`config.mk`:
```
export PLATFORM = sky130hd
export DESIGN_NAME = imem_load_arbiter_flat
export DESIGN_NICKNAME = d
export VERILOG_FILES = /design/src/rtl/imem_load_arbiter_if.sv /design/src/rtl/imem_load_arbiter.sv /design/src/flat_wrapper.sv
export SDC_FILE = /design/constraint.sdc
export NUM_CORES = 1
export LEC_CHECK = 0
export CAP_MARGIN = 20
export CORE_UTILIZATION = 29
export DETAILED_ROUTE_END_ITERATION = 6
export PLACE_DENSITY = 0.77
export SLEW_MARGIN = 40
export SYNTH_ARGS = -nofsm -noshare
export SYNTH_HDL_FRONTEND = slang
export SYNTH_SLANG_ARGS = --single-unit
export TNS_END_PERCENT = 50
```
`constraint.sdc`:
```
create_clock -name clk -period 2.63 [get_ports clk]
set_input_delay 0.3945 -clock clk [delete_from_list [all_inputs] [get_ports clk]]
set_output_delay 0.3945 -clock clk [all_outputs]
set_load 0.01 [all_outputs]
```
`src/rtl/imem_load_arbiter_if.sv`:
```
// imem_load_arbiter_if: fetch, loader and RAM signals shared between the arbiter and its environment
interface imem_load_arbiter_if #(parameter int ADDR_WIDTH = 9);
  logic                  if_req;
  logic [31:0]           if_addr;
  logic                  if_valid;
  logic [31:0]           if_inst;
  logic                  if_err;
  logic                  cpu_hold;
  logic                  ld_start;
  logic                  ld_valid;
  logic [31:0]           ld_data;
  logic                  ld_last;
  logic                  ld_ready;
  logic                  ld_done;
  logic [ADDR_WIDTH:0]   ld_count;
  logic [31:0]           ld_checksum;
  logic                  ram_en;
  logic                  ram_we;
  logic [ADDR_WIDTH-1:0] ram_addr;
  logic [31:0]           ram_wdata;
  logic [31:0]           ram_rdata;
  modport slave (
    input  if_req, if_addr, ld_start, ld_valid, ld_data, ld_last, ram_rdata,
    output if_valid, if_inst, if_err, cpu_hold, ld_ready, ld_done, ld_count, ld_checksum,
           ram_en, ram_we, ram_addr, ram_wdata
  );
  modport master (
    output if_req, if_addr, ld_start, ld_valid, ld_data, ld_last, ram_rdata,
    input  if_valid, if_inst, if_err, cpu_hold, ld_ready, ld_done, ld_count, ld_checksum,
           ram_en, ram_we, ram_addr, ram_wdata
  );
endinterface

```
`src/rtl/imem_load_arbiter.sv`:
```
// imem_load_arbiter: shares the instruction RAM between fetch and a program loader.
// Define IMEM_LOAD_CHECKSUM_EN to build the running checksum of loaded words.
module imem_load_arbiter #(
  parameter int          ADDR_WIDTH = 9,
  parameter logic [31:0] BASE_ADDR  = 32'h00400000
) (
  input logic                clk,
  input logic                reset_n,
  imem_load_arbiter_if.slave bus
);
  localparam logic [31:0]           SPAN     = 32'd4 << ADDR_WIDTH;
  localparam logic [ADDR_WIDTH-1:0] LAST_PTR = '1;
  typedef enum logic [1:0] {RUN, DRAIN, LOAD, DONE} state_t;
  state_t                state_q, state_d;
  logic [31:0]           off;
  logic                  addr_ok, fetch, accept, fin, clr;
  logic [ADDR_WIDTH-1:0] ptr_q, ptr_d;
  logic [ADDR_WIDTH:0]   cnt_q, cnt_d;
  logic                  rd_q, valid_q, err_q, hold_q, done_q;
  // Address decode, handshakes, and pointer/counter next values (pointer saturates at the top word)
  always_comb begin
    off     = bus.if_addr - BASE_ADDR;
    addr_ok = off < SPAN && off[1:0] == 2'b00;
    fetch   = state_q == RUN && bus.if_req;
    accept  = state_q == LOAD && bus.ld_valid;
    fin     = accept && (bus.ld_last || ptr_q == LAST_PTR);
    clr     = state_q == RUN && bus.ld_start;
    ptr_d   = clr ? '0 : (accept && ptr_q != LAST_PTR) ? ptr_q + 1'b1 : ptr_q;
    cnt_d   = clr ? '0 : accept ? cnt_q + 1'b1 : cnt_q;
  end
  // Next-state logic: RUN -> DRAIN -> LOAD -> DONE -> RUN
  always_comb begin
    state_d = state_q;
    case (state_q)
      RUN:     state_d = bus.ld_start ? DRAIN : RUN;
      DRAIN:   state_d = LOAD;
      LOAD:    state_d = fin ? DONE : LOAD;
      default: state_d = RUN;
    endcase
  end
  // State, pointer and registered status outputs
  always_ff @(posedge clk or negedge reset_n) begin
    if (!reset_n) begin
      state_q <= RUN;
      ptr_q   <= '0;
      cnt_q   <= '0;
      rd_q    <= 1'b0;
      valid_q <= 1'b0;
      err_q   <= 1'b0;
      hold_q  <= 1'b0;
      done_q  <= 1'b0;
    end else begin
      state_q <= state_d;
      ptr_q   <= ptr_d;
      cnt_q   <= cnt_d;
      rd_q    <= fetch && addr_ok;
      valid_q <= fetch;
      err_q   <= fetch && !addr_ok;
      hold_q  <= state_d != RUN;
      done_q  <= state_d == DONE;
    end
  end
  assign bus.ram_en    = (fetch && addr_ok) || accept;
  assign bus.ram_we    = accept;
  assign bus.ram_addr  = state_q == LOAD ? ptr_q : off[ADDR_WIDTH+1:2];
  assign bus.ram_wdata = bus.ld_data;
  assign bus.ld_ready  = state_q == LOAD;
  assign bus.if_valid  = valid_q;
  assign bus.if_inst   = rd_q ? bus.ram_rdata : 32'h0;
  assign bus.if_err    = err_q;
  assign bus.cpu_hold  = hold_q;
  assign bus.ld_done   = done_q;
  assign bus.ld_count  = cnt_q;
`ifdef IMEM_LOAD_CHECKSUM_EN
  logic [31:0] sum_q;
  // Modulo-2^32 sum of accepted words, cleared when a load starts
  always_ff @(posedge clk or negedge reset_n) begin
    if (!reset_n) sum_q <= '0;
    else          sum_q <= clr ? '0 : accept ? sum_q + bus.ld_data : sum_q;
  end
  assign bus.ld_checksum = sum_q;
`else
  assign bus.ld_checksum = '0;
`endif
endmodule

```
`src/flat_wrapper.sv`:
```
// flat-port wrapper written by rule: the top's interface ports become plain ports
module imem_load_arbiter_flat 
#(
  parameter int          ADDR_WIDTH = 9,
  parameter logic [31:0] BASE_ADDR  = 32'h00400000
)
  (clk, reset_n, bus_if_req, bus_if_addr, bus_ld_start, bus_ld_valid, bus_ld_data, bus_ld_last, bus_ram_rdata, bus_if_valid, bus_if_inst, bus_if_err, bus_cpu_hold, bus_ld_ready, bus_ld_done, bus_ld_count, bus_ld_checksum, bus_ram_en, bus_ram_we, bus_ram_addr, bus_ram_wdata);
  imem_load_arbiter_if #(.ADDR_WIDTH(ADDR_WIDTH)) bus_i ();
  input logic clk;
  input logic reset_n;
  input wire logic [$bits(bus_i.if_req)-1:0] bus_if_req;
  input wire logic [$bits(bus_i.if_addr)-1:0] bus_if_addr;
  input wire logic [$bits(bus_i.ld_start)-1:0] bus_ld_start;
  input wire logic [$bits(bus_i.ld_valid)-1:0] bus_ld_valid;
  input wire logic [$bits(bus_i.ld_data)-1:0] bus_ld_data;
  input wire logic [$bits(bus_i.ld_last)-1:0] bus_ld_last;
  input wire logic [$bits(bus_i.ram_rdata)-1:0] bus_ram_rdata;
  output wire logic [$bits(bus_i.if_valid)-1:0] bus_if_valid;
  output wire logic [$bits(bus_i.if_inst)-1:0] bus_if_inst;
  output wire logic [$bits(bus_i.if_err)-1:0] bus_if_err;
  output wire logic [$bits(bus_i.cpu_hold)-1:0] bus_cpu_hold;
  output wire logic [$bits(bus_i.ld_ready)-1:0] bus_ld_ready;
  output wire logic [$bits(bus_i.ld_done)-1:0] bus_ld_done;
  output wire logic [$bits(bus_i.ld_count)-1:0] bus_ld_count;
  output wire logic [$bits(bus_i.ld_checksum)-1:0] bus_ld_checksum;
  output wire logic [$bits(bus_i.ram_en)-1:0] bus_ram_en;
  output wire logic [$bits(bus_i.ram_we)-1:0] bus_ram_we;
  output wire logic [$bits(bus_i.ram_addr)-1:0] bus_ram_addr;
  output wire logic [$bits(bus_i.ram_wdata)-1:0] bus_ram_wdata;
  assign bus_i.if_req = bus_if_req;
  assign bus_i.if_addr = bus_if_addr;
  assign bus_i.ld_start = bus_ld_start;
  assign bus_i.ld_valid = bus_ld_valid;
  assign bus_i.ld_data = bus_ld_data;
  assign bus_i.ld_last = bus_ld_last;
  assign bus_i.ram_rdata = bus_ram_rdata;
  assign bus_if_valid = bus_i.if_valid;
  assign bus_if_inst = bus_i.if_inst;
  assign bus_if_err = bus_i.if_err;
  assign bus_cpu_hold = bus_i.cpu_hold;
  assign bus_ld_ready = bus_i.ld_ready;
  assign bus_ld_done = bus_i.ld_done;
  assign bus_ld_count = bus_i.ld_count;
  assign bus_ld_checksum = bus_i.ld_checksum;
  assign bus_ram_en = bus_i.ram_en;
  assign bus_ram_we = bus_i.ram_we;
  assign bus_ram_addr = bus_i.ram_addr;
  assign bus_ram_wdata = bus_i.ram_wdata;
  imem_load_arbiter #(.ADDR_WIDTH(ADDR_WIDTH), .BASE_ADDR(BASE_ADDR)) u_core (.clk(clk), .reset_n(reset_n), .bus(bus_i));
endmodule
```
== Word level (Yosys, flattened, before mapping) ==
Cells that the tools add are included.
Widths: inputs -> output; s select.

* Bits of input ports: 102
* Logic and storage cells: 42
* Bits in registers: 26
* Output and inout port bits: 122

* Reduce and logical (&&, ||, !) cells: 16
* Order comparisons: 1
* Equality and inequality tests: 5
* $add $sub $neg: 3
* Multiplexer cells: 9

{| class="wikitable"
|+ Operators by type and width
! cell !! number
|-
| $lt 32x12->1 const B || 1
|-
| $mux 32 || 1
|-
| $sub 32x23->32 const B || 1
|-
| $mux 9 || 3
|-
| $mux 10 || 2
|-
| $add 10x1->10 const B || 1
|-
| $add 9x1->9 const B || 1
|-
| $eq 9x9->1 const B || 1
|-
| $ne 9x9->1 const B || 1
|-
| $logic_and 1x1->1 || 8
|-
| $pmux 2 s3 || 1
|-
| $reduce_bool 2->1 || 3
|-
| $eq 2x2->1 const B || 2
|-
| $logic_not 2->1 || 2
|-
| $eq 2x1->1 const B || 1
|-
| $logic_or 1x1->1 || 2
|-
| $mux 1 || 2
|-
| $logic_not 1->1 || 1
|}

== Logic depth before layout (Yosys ltp) ==
Gate-level depths: netlist of the first run.

* Depth in word-level cells: 6
* Gate-level depth with buffers: 8
* Gate-level depth less buffers: 7

== Worst setup path after synthesis of the first run ==
Ideal clock, no wire load.

* Path kind: reg-to-reg
* Start: register u_core.ptr_q[0]
* End: register u_core.ptr_q[7]
* Required time: 2.552 ns
* Path slack: 0.787 ns
* Period minus slack after synthesis: 1.843 ns
* Setup time: 0.078 ns
* Buffers on the path: 0
* Stages on the path, launching flop included: 8
* Arrival time: 1.766 ns
* Cell sequence: dfrtp_1 > ha_1 > nand3_2 > nor2_1 > ha_1 > nand3b_4 > or4_1 > a21oi_1

* Cells in the longest elaborated chain, start to end: 3
* Elaborated cells on any way between the ends: 6
* Classes of those cells: add/sub (1); eq/ne (1); mux (2); reduce/logical (2)

{| class="wikitable"
|+ Ends and longest elaborated chain
! what !! line !! RTL
|-
| start: declaration || imem_load_arbiter.sv:17 || <nowiki>logic [ADDR_WIDTH-1:0] ptr_q, ptr_d;</nowiki>
|-
| start signal: assignment || imem_load_arbiter.sv:54 || <nowiki>ptr_q <= ptr_d;</nowiki>
|-
| $add 9x1->9 or $ne 9x9->1 (tied branches) || imem_load_arbiter.sv:28 || <nowiki>ptr_d = clr ? '0 : (accept && ptr_q != LAST_PTR) ? ptr_q + 1'b1 : ptr_q;</nowiki>
|-
| $mux 9 or $logic_and 1x1->1 (tied branches) || imem_load_arbiter.sv:28 ||
|-
| $mux 9 or $reduce_bool 2->1 (tied branches) || - ||
|}

Parallel ways exist; a longest one is shown, timed or not. The select of a mux whose other input is x is not followed.
A chain may end at the register's enable or synchronous reset.

== Final worst setup path of the first run ==
* Start: input port bus_if_addr[24]
* End: output port bus_ram_en

* Cells in the longest elaborated chain, start to end: 5

{| class="wikitable"
|+ Ends and longest elaborated chain
! what !! line !! RTL
|-
| start: declaration || flat_wrapper.sv:12 || <nowiki>input wire logic [$bits(bus_i.if_addr)-1:0] bus_if_addr;</nowiki>
|-
| $sub 32x23->32 || imem_load_arbiter.sv:22 || <nowiki>off = bus.if_addr - BASE_ADDR;</nowiki>
|-
| $lt 32x12->1 || imem_load_arbiter.sv:23 || <nowiki>addr_ok = off < SPAN && off[1:0] == 2'b00;</nowiki>
|-
| $logic_and 1x1->1 || imem_load_arbiter.sv:23 ||
|-
| $logic_and 1x1->1 || imem_load_arbiter.sv:63 || <nowiki>assign bus.ram_en = (fetch && addr_ok) || accept;</nowiki>
|-
| $logic_or 1x1->1 || imem_load_arbiter.sv:63 ||
|-
| end: declaration || flat_wrapper.sv:26 || <nowiki>output wire logic [$bits(bus_i.ram_en)-1:0] bus_ram_en;</nowiki>
|}

Every way passes these cells.

==> results of run 1 <==
## routing by layer
| layer | vias to the layer above | track usage | routed length [um] |
|---|---|---|---|
| met5 | - | 0 | 0 |
| met4 | 0 | 0.0367 | 44 |
| met3 | 4 | 0.0311 | 493 |
| met2 | 99 | 0.339 | 3880 |
| met1 | 934 | 0.216 | 2720 |
| li1 | 911 | - | - |
## synth_stat cells (all sizes together) (2+ instances only)
library cell and n:
a21oi 11, and2 34, buf 68, clkbuf 5
dfrtp 26, ha 6, inv 6, mux2 9
mux2i 3, nand2 11, nand3 6, nand4 6
nor2 8, nor4 6, o21a 2, o21ai 6
o31ai 4, or3 5, or4 4, xor2 3
## path summary, 6_finish.rpt
kind | startpoint | end | slack [ns]
min in group clk | u_core.bus.ld_count[9] | u_core.bus.ld_count[9] | 0.57
max reg2reg | u_core.ptr_q[0] | u_core.ptr_q[7] | 0.61
min | reset_n | u_core.ptr_q[3] | 0.48
max in group asynchronous | reset_n | u_core.bus.ld_count[0] | 1.89
min reg2reg | u_core.bus.ld_count[9] | u_core.bus.ld_count[9] | 0.57
max | bus_if_addr[24] | bus_ram_en | 0.08
## flip-flops by register name, summed over array words and instances, names as in the netlist
register	cells
u_core.state_q	2
u_core.ptr_q	9
u_core.bus.ld_done	1
u_core.bus.cpu_hold	1
u_core.bus.if_err	1
u_core.rd_q	1
u_core.bus.ld_count	10
u_core.bus.if_valid	1
## cells by family (layout without fill, tap and decap cells)
group,after synthesis,after routing
flip-flops,26,26
adder cells (fa/ha/maj),6,6
other,1,32
AND/OR/NAND/NOR,87,87
buffers and inverters,79,140
XOR/XNOR,4,4
multiplexers,12,12
AO/OA/AOI/OAI,28,28
## what timing repair did
action                     4_1_cts  5_1_grt
setup buffers                    0        0
hold buffers                     0        0
resized for setup                0        1
setup endpoints to repair        0        1
## where the power goes
part           total [mW]  switching (mW)  internal, mW
clock               0.339           0.135         0.204
combinational       0.878           0.408         0.470
sequential          0.532          0.0578         0.474
## layout make-up
type	instances	area (um2)	area share
Clock buffer	3	41.3	0.0128
Clock inverter	1	30.0	0.00928
Inverter	6	22.5	0.00696
Multi-Input combinational cell	169	1070	0.332
Sequential cell	26	651	0.201
Tap cell	99	124	0.0383
Timing Repair Buffer	130	1290	0.400
==> out/results.tsv, run 1 <==
metric	value	unit
status	finished, final reports clean	
hp-class	in2async	
drive_above_1_share	0.0716	
placed_area	0.00316	mm2
fmax	392	MHz
synthAdderAreaFrac	0.0348	
power_density	541	mW/mm2
worst-setup-path-type	in2out	
dieArea	0.00778	mm2
synth_edf_count	0	
crit_arrival	2.16	ns
io_pins	224	
cp_slowest_cell	clkdlybuf4s50_1	
dp_cells	430	
slowest_delay	0.57	ns
final.setup.worst_slack	0.0787	ns
clockBufferDepth	2	
min_period	2.55	ns
clk_latency	0.28	ns
synth_ff_type	dfrtp_1	
p_total	1.75	mW
drv_cap	0	
syn2layout_area_growth	50.1	%
cts_root_buf	clkbuf_8	
coreArea	0.00721	mm2
fin_util	0.448	
synth-compound-area-share	0.0819	
crit_path_frequent_cell	clkdlybuf4s50_1	
drt_iter0_drc	46	
setup_violations	0	
antenna_found_initial	0	
synthTopCellsByArea	dfrtp_1 (30%), buf_4 (22%), and2_1 (9.9%), mux2_2 (4.7%), ha_1 (3.5%)	
antennaDiodeCount	0	
fin_area	0.00323	mm2
fin_nets	444	
seq_area_frac_synth	0.302	
end_kind	primary output	
cp_num_buf_inv	2	
cts_buffers	3	
wl_per_cell	16.5	um
rsz0062_at_grt	false	
final_common_cell	clkdlybuf4s50_1	
cp_max_fo	2	
final_max_slew_viol_count	0	
die_w	88.2	um
rows	31	
grt_max_degree	33	
htreeDepth	1	
reg2regPathDepth	7	
synth_xor_area_frac	0.0163	
netlist_area	0.00215	mm2
synthMuxAreaShare	0.0610	
synth_top_family_by_area	buffers and inverters	
ant_nets	0	
worstPathRequired	2.24	ns
yosysTopAreaCellShare	0.302	
first_pass_iters	4	
syn_area_per_cell	8.87	um2
final_cells	434	
finalWirelength	7140	um
drc	0	
die_h	88.2	um
cp-start-kind	primary input	
peakVddDrop	396	uV
grt_pass1_vias	1863	
slew_headroom	0.531	
ys_ff_latch	26	
port_buffers	127	
hold_violations	0	
most-common-layout-cells	clkdlybuf4s50_1 (127), and2_1 (34), conb_1 (32)	
cts.sinks	26	
cp_num_cells	5	
skew	0.0102	ns
setup_tns	0	ns
async_flop_share	1.00	
vias	1948	
synth-simple-area-share	0.245	
leakagePower	1.34	nW
critPathTopFamily	buffers and inverters	
finalCritPeriodShare	0.970	
synth_warnings	0	
yosysTopAreaCell	dfrtp_1	
synth_cells	243	
dp.final_hpwl	5930	um
yosysUniqueCellTypes	39	
place_ws	0.0885	ns
worst_pin_slew	0.704	ns
fillers	691	
overflow	0	
holdWs	0.477	ns
gp_congestion	0.836	
track_usage	0.181	
clkTransAtPathRegs	0.10	ns
vias_per_cell	4.49	
grt_pass1_wl	10500	um
path_cells	clkdlybuf4s50_1 > nor4b_1 > nand4_1 > o21ai_0 > clkdlybuf4s50_1	
tritoncts	yes	
start_util	0.299	
Power figures use the tool's default switching activity.
==> run 2: changes to the inputs <==
--- a/config.mk
+++ b/config.mk
@@ -6,9 +6,11 @@
 export NUM_CORES = 1
 export LEC_CHECK = 0
 export CAP_MARGIN = 20
-export CORE_UTILIZATION = 29
+export CORE_UTILIZATION = 30
+export CTS_BUF_LIST = sky130_fd_sc_hd__clkbuf_8
 export DETAILED_ROUTE_END_ITERATION = 6
-export PLACE_DENSITY = 0.77
+export MAX_ROUTING_LAYER = met4
+export PLACE_DENSITY = 0.8
 export SLEW_MARGIN = 40
 export SYNTH_ARGS = -nofsm -noshare
 export SYNTH_HDL_FRONTEND = slang
==> run 2 against run 1 <==
Net effect:
- fmax increased by 2.2%
- largest power group unchanged
- largest cell class unchanged
- critical path type unchanged
- non-clock buffer count unchanged
- core utilization increased by 2.3 points
==> out/results.tsv, run 2 (same netlist as run 1, synthesis figures left out) <==
metric	value	unit	change
grt_max_degree	33		unchanged
power_density	542	mW/mm2	+0.24%
final_max_slew_viol_count	0		unchanged
cts_resized	0		unchanged
cts_root_buf	clkbuf_8		
p_int	1.15	mW	+0.14%
grt.met1_usage	0.214		-0.00216
drc	0		unchanged
holdWs	0.481	ns	+0.00357 ns
status	finished, final reports clean		
port_buffers	127		unchanged
setup_violations	0		unchanged
finalCritPeriodShare	0.949		-0.0213
largest_reg_flops	10		unchanged
p_total	1.75	mW	+0.32%
coreArea	0.00687	mm2	-4.8%
leakagePower	1.34	nW	+0.10%
fmax	401	MHz	+2.2%
dieArea	0.00752	mm2	-3.3%
grt_pass1_wl	10900	um	+4.0%
io_pins	224		unchanged
cp_slowest_cell	clkdlybuf4s50_1		
final_cells	431		-0.69%
vias_per_cell	4.52		+0.64%
crit_arrival	2.10	ns	-0.06 ns
worst-setup-path-type	in2out		
drive_above_1_share	0.0746		+0.00299
slew_headroom	0.578		+0.0477
gp_congestion	0.840		+0.55%
rows	30		-3.2%
drt_iter0_drc	42		-8.7%
antennaDiodeCount	0		unchanged
die_w	86.7	um	-1.6%
overflow	0		unchanged
cts_buffers	3		unchanged
cts.sinks	26		unchanged
hp-class	in2async		
clockPowerShare	0.193		about the same
clockBufferDepth	2		unchanged
final_common_cell	clkdlybuf4s50_1		
cp-start-kind	primary input		
rsz0062_at_grt	false		
min_period	2.50	ns	-0.0559 ns
regArea	651	um2	unchanged
post_cts_buffers	0		unchanged
slowest_delay	0.57	ns	about the same
syn2layout_area_growth	50.2	%	about the same
tritoncts	yes		
grt_use_met3	0.0495		+0.0184
vias	1947		-0.051%
ant_nets	0		unchanged
fillers	657		-4.9%
worstPathRequired	2.24	ns	about the same
die_h	86.7	um	-1.6%
most-common-layout-cells	clkdlybuf4s50_1 (127), and2_1 (34), conb_1 (32)		
met2_usage	0.377		+0.0375
setup_tns	0	ns	unchanged
startpoint	bus_if_addr[29]		
p_sw	0.604	mW	+0.64%
htreeDepth	1		unchanged
dp_cells	427		-0.70%
wl_per_cell	17.3	um	+5.4%
worst_pin_slew	0.633	ns	-0.0716 ns
grt_pass1_vias	1921		+3.1%
rr_startpoint	u_core.ptr_q[0]		
fin_nets	444		unchanged
crit_path_frequent_cell	clkdlybuf4s50_1		
pwr-share-seq	0.303		about the same
ctsHoldBuffers	0		unchanged
top_usage_layer	met2		
start_util	0.314		+0.0150
swShare	0.344		+0.00112
first_pass_iters	4		unchanged
track_usage	0.201		+0.0194
pwr-share-comb	0.504		+0.002
multi_input_area	0.00108	mm2	+0.58%
peakVddDrop	497	uV	+26%
clkTransAtPathRegs	0.10	ns	about the same
dp.final_hpwl	6340	um	+6.9%
finalWirelength	7470	um	+4.7%
hold_violations	0		unchanged
drv_cap	0		unchanged
end_kind	primary output		
cp_max_fo	3		+1
path_cells	clkdlybuf4s50_1 > nor4_2 > nand4_1 > o21ai_0 > clkdlybuf4s50_1		
antenna_found_initial	0		unchanged
clk_latency	0.28	ns	about the same
skew	0.00818	ns	-0.00202 ns
-- run 2: cell counts in the layout (fill, tap and decap cells not counted) --
No cell type changed its count.
-- run 2: power by group through the flow --
| stage | combinational, mW | sequential, mW | clock [mW] |
|---|---|---|---|
| global route | 0.963 | 0.541 | 0.355 |
| CTS | 0.893 | 0.533 | 0.344 |
| detailed placement | 0.883 | 0.542 | 0 |
| finish | 0.884 | 0.531 | 0.339 |
| global placement | 0.864 | 0.537 | 0 |
| floorplan | 0.545 | 0.550 | 0 |
-- run 2: final timing paths --
path                                     endpoint  cells past startpoint  slack [ns]
setup / recovery                       bus_ram_en                      5        0.13
hold / removal                    u_core.ptr_q[3]                      2        0.48
setup reg to reg                  u_core.ptr_q[7]                      7        0.60
hold reg to reg            u_core.bus.ld_count[9]                      2        0.55
max in group asynchronous     u_core.bus.cpu_hold                      2        1.89
min in group clk           u_core.bus.ld_count[9]                      2        0.55
-- run 2: layout make-up --
type,count,area share
clock inverters,1,0.00928
clock buffers,3,0.0128
multi-input cells,169,0.333
well taps,96,0.0371
inverters,6,0.00696
repair buffers,130,0.400
flip-flops and latches,26,0.201
-- run 2: critical path, delay by kind of cell --
kind            cells  cell delay (ns)
compound gates      1             0.22
simple gates        2             0.49
buf+inv             2             1.00
-- run 2: through the flow --
stage	instance area [um2]	setup slack [ns]	util
floorplan	2270	0.787	-
global placement	3150	0.122	0.459
detailed placement	3150	0.0786	0.459
CTS	3220	0.0692	0.469
finish	3240	0.135	0.471
global route	3240	0.00121	0.471
-- run 2: metal layers --
layer  part of all wire  wire (um)  vias up
met1               0.36       2660      922
met3              0.081        608        6
li1                   -          -      910
met4              0.010         76        0
met2               0.55       4130      109
met5                  0          0        -
==> run 3: changes to the inputs <==
--- a/config.mk
+++ b/config.mk
@@ -6,6 +6,7 @@
 export NUM_CORES = 1
 export LEC_CHECK = 0
 export CAP_MARGIN = 20
+export CORE_MARGIN = 1.5
 export CORE_UTILIZATION = 30
 export CTS_BUF_LIST = sky130_fd_sc_hd__clkbuf_8
 export DETAILED_ROUTE_END_ITERATION = 6
==> run 3 against run 2 <==
Net effect:
- cell count unchanged
- highest routed layer unchanged
- first-iteration DRC count unchanged
- global-route usage fell by 1.9 points
- wire length fell by 2.8%
- sequential share of layout area grew 0.14 points
- hold slack worse by 0.0064 ns
==> out/results.tsv, run 3 (same netlist as run 1, synthesis figures left out) <==
metric	value	unit	change
cp-start-kind	register		
clkTransAtPathRegs	0.09	ns	about the same
worst_pin_slew	0.664	ns	+0.0309 ns
p_total	1.68	mW	-4.2%
pwr-share-seq	0.317		+0.014
die_w	87.7	um	+1.2%
fillers	661		+0.61%
ant_nets	0		unchanged
hold_violations	0		unchanged
path_cells	inv_1 > ha_1 > buf_4 > nand2_1 > o21ai_0 > clkdlybuf4s50_1		
peakVddDrop	428	uV	-14%
hp-class	in2async		
post_cts_buffers	0		unchanged
setup_tns	0	ns	unchanged
pwr-share-comb	0.526		+0.022
p_int	1.08	mW	-6.1%
grt_pass1_wl	10100	um	-7.1%
track_usage	0.181		-0.0195
skew	0.00486	ns	-0.00332 ns
clk_latency	0.27	ns	about the same
drt_iter0_drc	42		unchanged
antenna_found_initial	0		unchanged
drv_cap	0		unchanged
crit_arrival	2.06	ns	-0.04 ns
swShare	0.358		+0.0131
status	finished, final reports clean		
coreArea	0.00687	mm2	unchanged
grt_max_degree	33		unchanged
min_period	2.46	ns	-0.0371 ns
largest_reg_flops	10		unchanged
setup_violations	0		unchanged
p_sw	0.601	mW	-0.60%
clockBufferDepth	2		unchanged
rsz0062_at_grt	false		
cp_slowest_cell	clkdlybuf4s50_1		
fin_nets	444		unchanged
worstPathRequired	2.24	ns	about the same
worst-setup-path-type	reg2out		
reg2regPathDepth	7		unchanged
vias_per_cell	4.52		about the same
antennaDiodeCount	0		unchanged
most-common-layout-cells	clkdlybuf4s50_1 (127), and2_1 (34), conb_1 (32)		
slew_headroom	0.558		-0.0206
htreeDepth	1		unchanged
power_density	523	mW/mm2	-3.6%
final_max_slew_viol_count	0		unchanged
io_pins	224		unchanged
grt_pass1_vias	1839		-4.3%
finalCritPeriodShare	0.935		-0.0141
holdWs	0.474	ns	-0.00637 ns
cp_max_fo	19		+16
tritoncts	yes		
first_pass_iters	7		+3
cts_root_buf	clkbuf_8		
start_util	0.314		unchanged
dp.final_hpwl	6120	um	-3.5%
vias	1948		+0.051%
dieArea	0.00770	mm2	+2.3%
syn2layout_area_growth	49.2	%	
r2r_slack	0.55	ns	-0.05 ns
wl_per_cell	16.9	um	-2.8%
drive_above_1_share	0.0716		-0.00299
overflow	0		unchanged
slowest_delay	0.56	ns	about the same
gp_congestion	0.925		+10%
rows	30		unchanged
cts_buffers	3		unchanged
leakagePower	1.33	nW	-0.55%
end_kind	primary output		
final_common_cell	clkdlybuf4s50_1		
fmax	407	MHz	+1.5%
drc	0		unchanged
clockPowerShare	0.157		-0.036
port_buffers	127		unchanged
die_h	87.7	um	+1.2%
finalWirelength	7270	um	-2.8%
cts.sinks	26		unchanged
run 3: cell types whose count changed in the layout (fill, tap and decap cells not counted):
cell	change
nor4_2	-1
clkbuf_8	+1
nor4_1	+1
bufinv_16	-1
run 3: layout make-up:
class                      instances  area (um2)  area share
clock buffer                       4        55.1      0.0171
tap                               96         120      0.0374
sequential                        26         651       0.202
multi-input combinational        169        1070       0.334
timing repair buffer             130        1290       0.402
inverter                           6        22.5     0.00701
run 3: repair_timing:
item	4_1_cts	5_1_grt
hold buffers	0	0
setup endpoints to repair	0	1
resized for setup	0	1
run 3: per-layer routing:
| layer | global-route usage | share of wire | vias to the layer above |
|---|---|---|---|
| met5 | - | 0 | - |
| met4 | 0.0433 | 0.010 | 0 |
| met3 | 0.0368 | 0.071 | 8 |
| met2 | 0.348 | 0.57 | 105 |
| met1 | 0.186 | 0.35 | 924 |
| li1 | - | - | 911 |
run 3: critical path: cells and delay by family, from the launching register on:
kind,cells,cell delay [ns]
fa+ha+maj,1,0.14
simple gates,1,0.24
buf+inv,3,0.89
flops,1,0.39
compound gates,1,0.13
run 3: path summary, 6_finish.rpt:
| check | start | end |
|---|---|---|
| setup / recovery | u_core.state_q[0] | bus_ram_en |
| hold / removal | reset_n | u_core.ptr_q[1] |
| setup reg to reg | u_core.ptr_q[0] | u_core.ptr_q[7] |
| hold reg to reg | u_core.bus.ld_count[9] | u_core.bus.ld_count[9] |
| max in group asynchronous | reset_n | u_core.rd_q |
| min in group clk | u_core.bus.ld_count[9] | u_core.bus.ld_count[9] |
run 3: power groups by stage:
stage / logic [mW] / registers [mW] / clock network [mW]
after global placement: 0.865 / 0.537 / 0
after floorplan: 0.545 / 0.550 / 0
after detailed placement: 0.887 / 0.542 / 0
after CTS: 0.893 / 0.534 / 0.269
after global routing: 0.960 / 0.544 / 0.280
final: 0.883 / 0.532 / 0.264
run 3: through the flow:
step,util,std cells,worst slack [ns],area [um2]
finish,0.468,431,0.172,3210
global route,0.468,431,0.0158,3210
CTS,0.467,431,0.142,3210
detailed placement,0.459,427,0.180,3150
global placement,0.459,427,0.159,3150
floorplan,-,274,0.787,2270
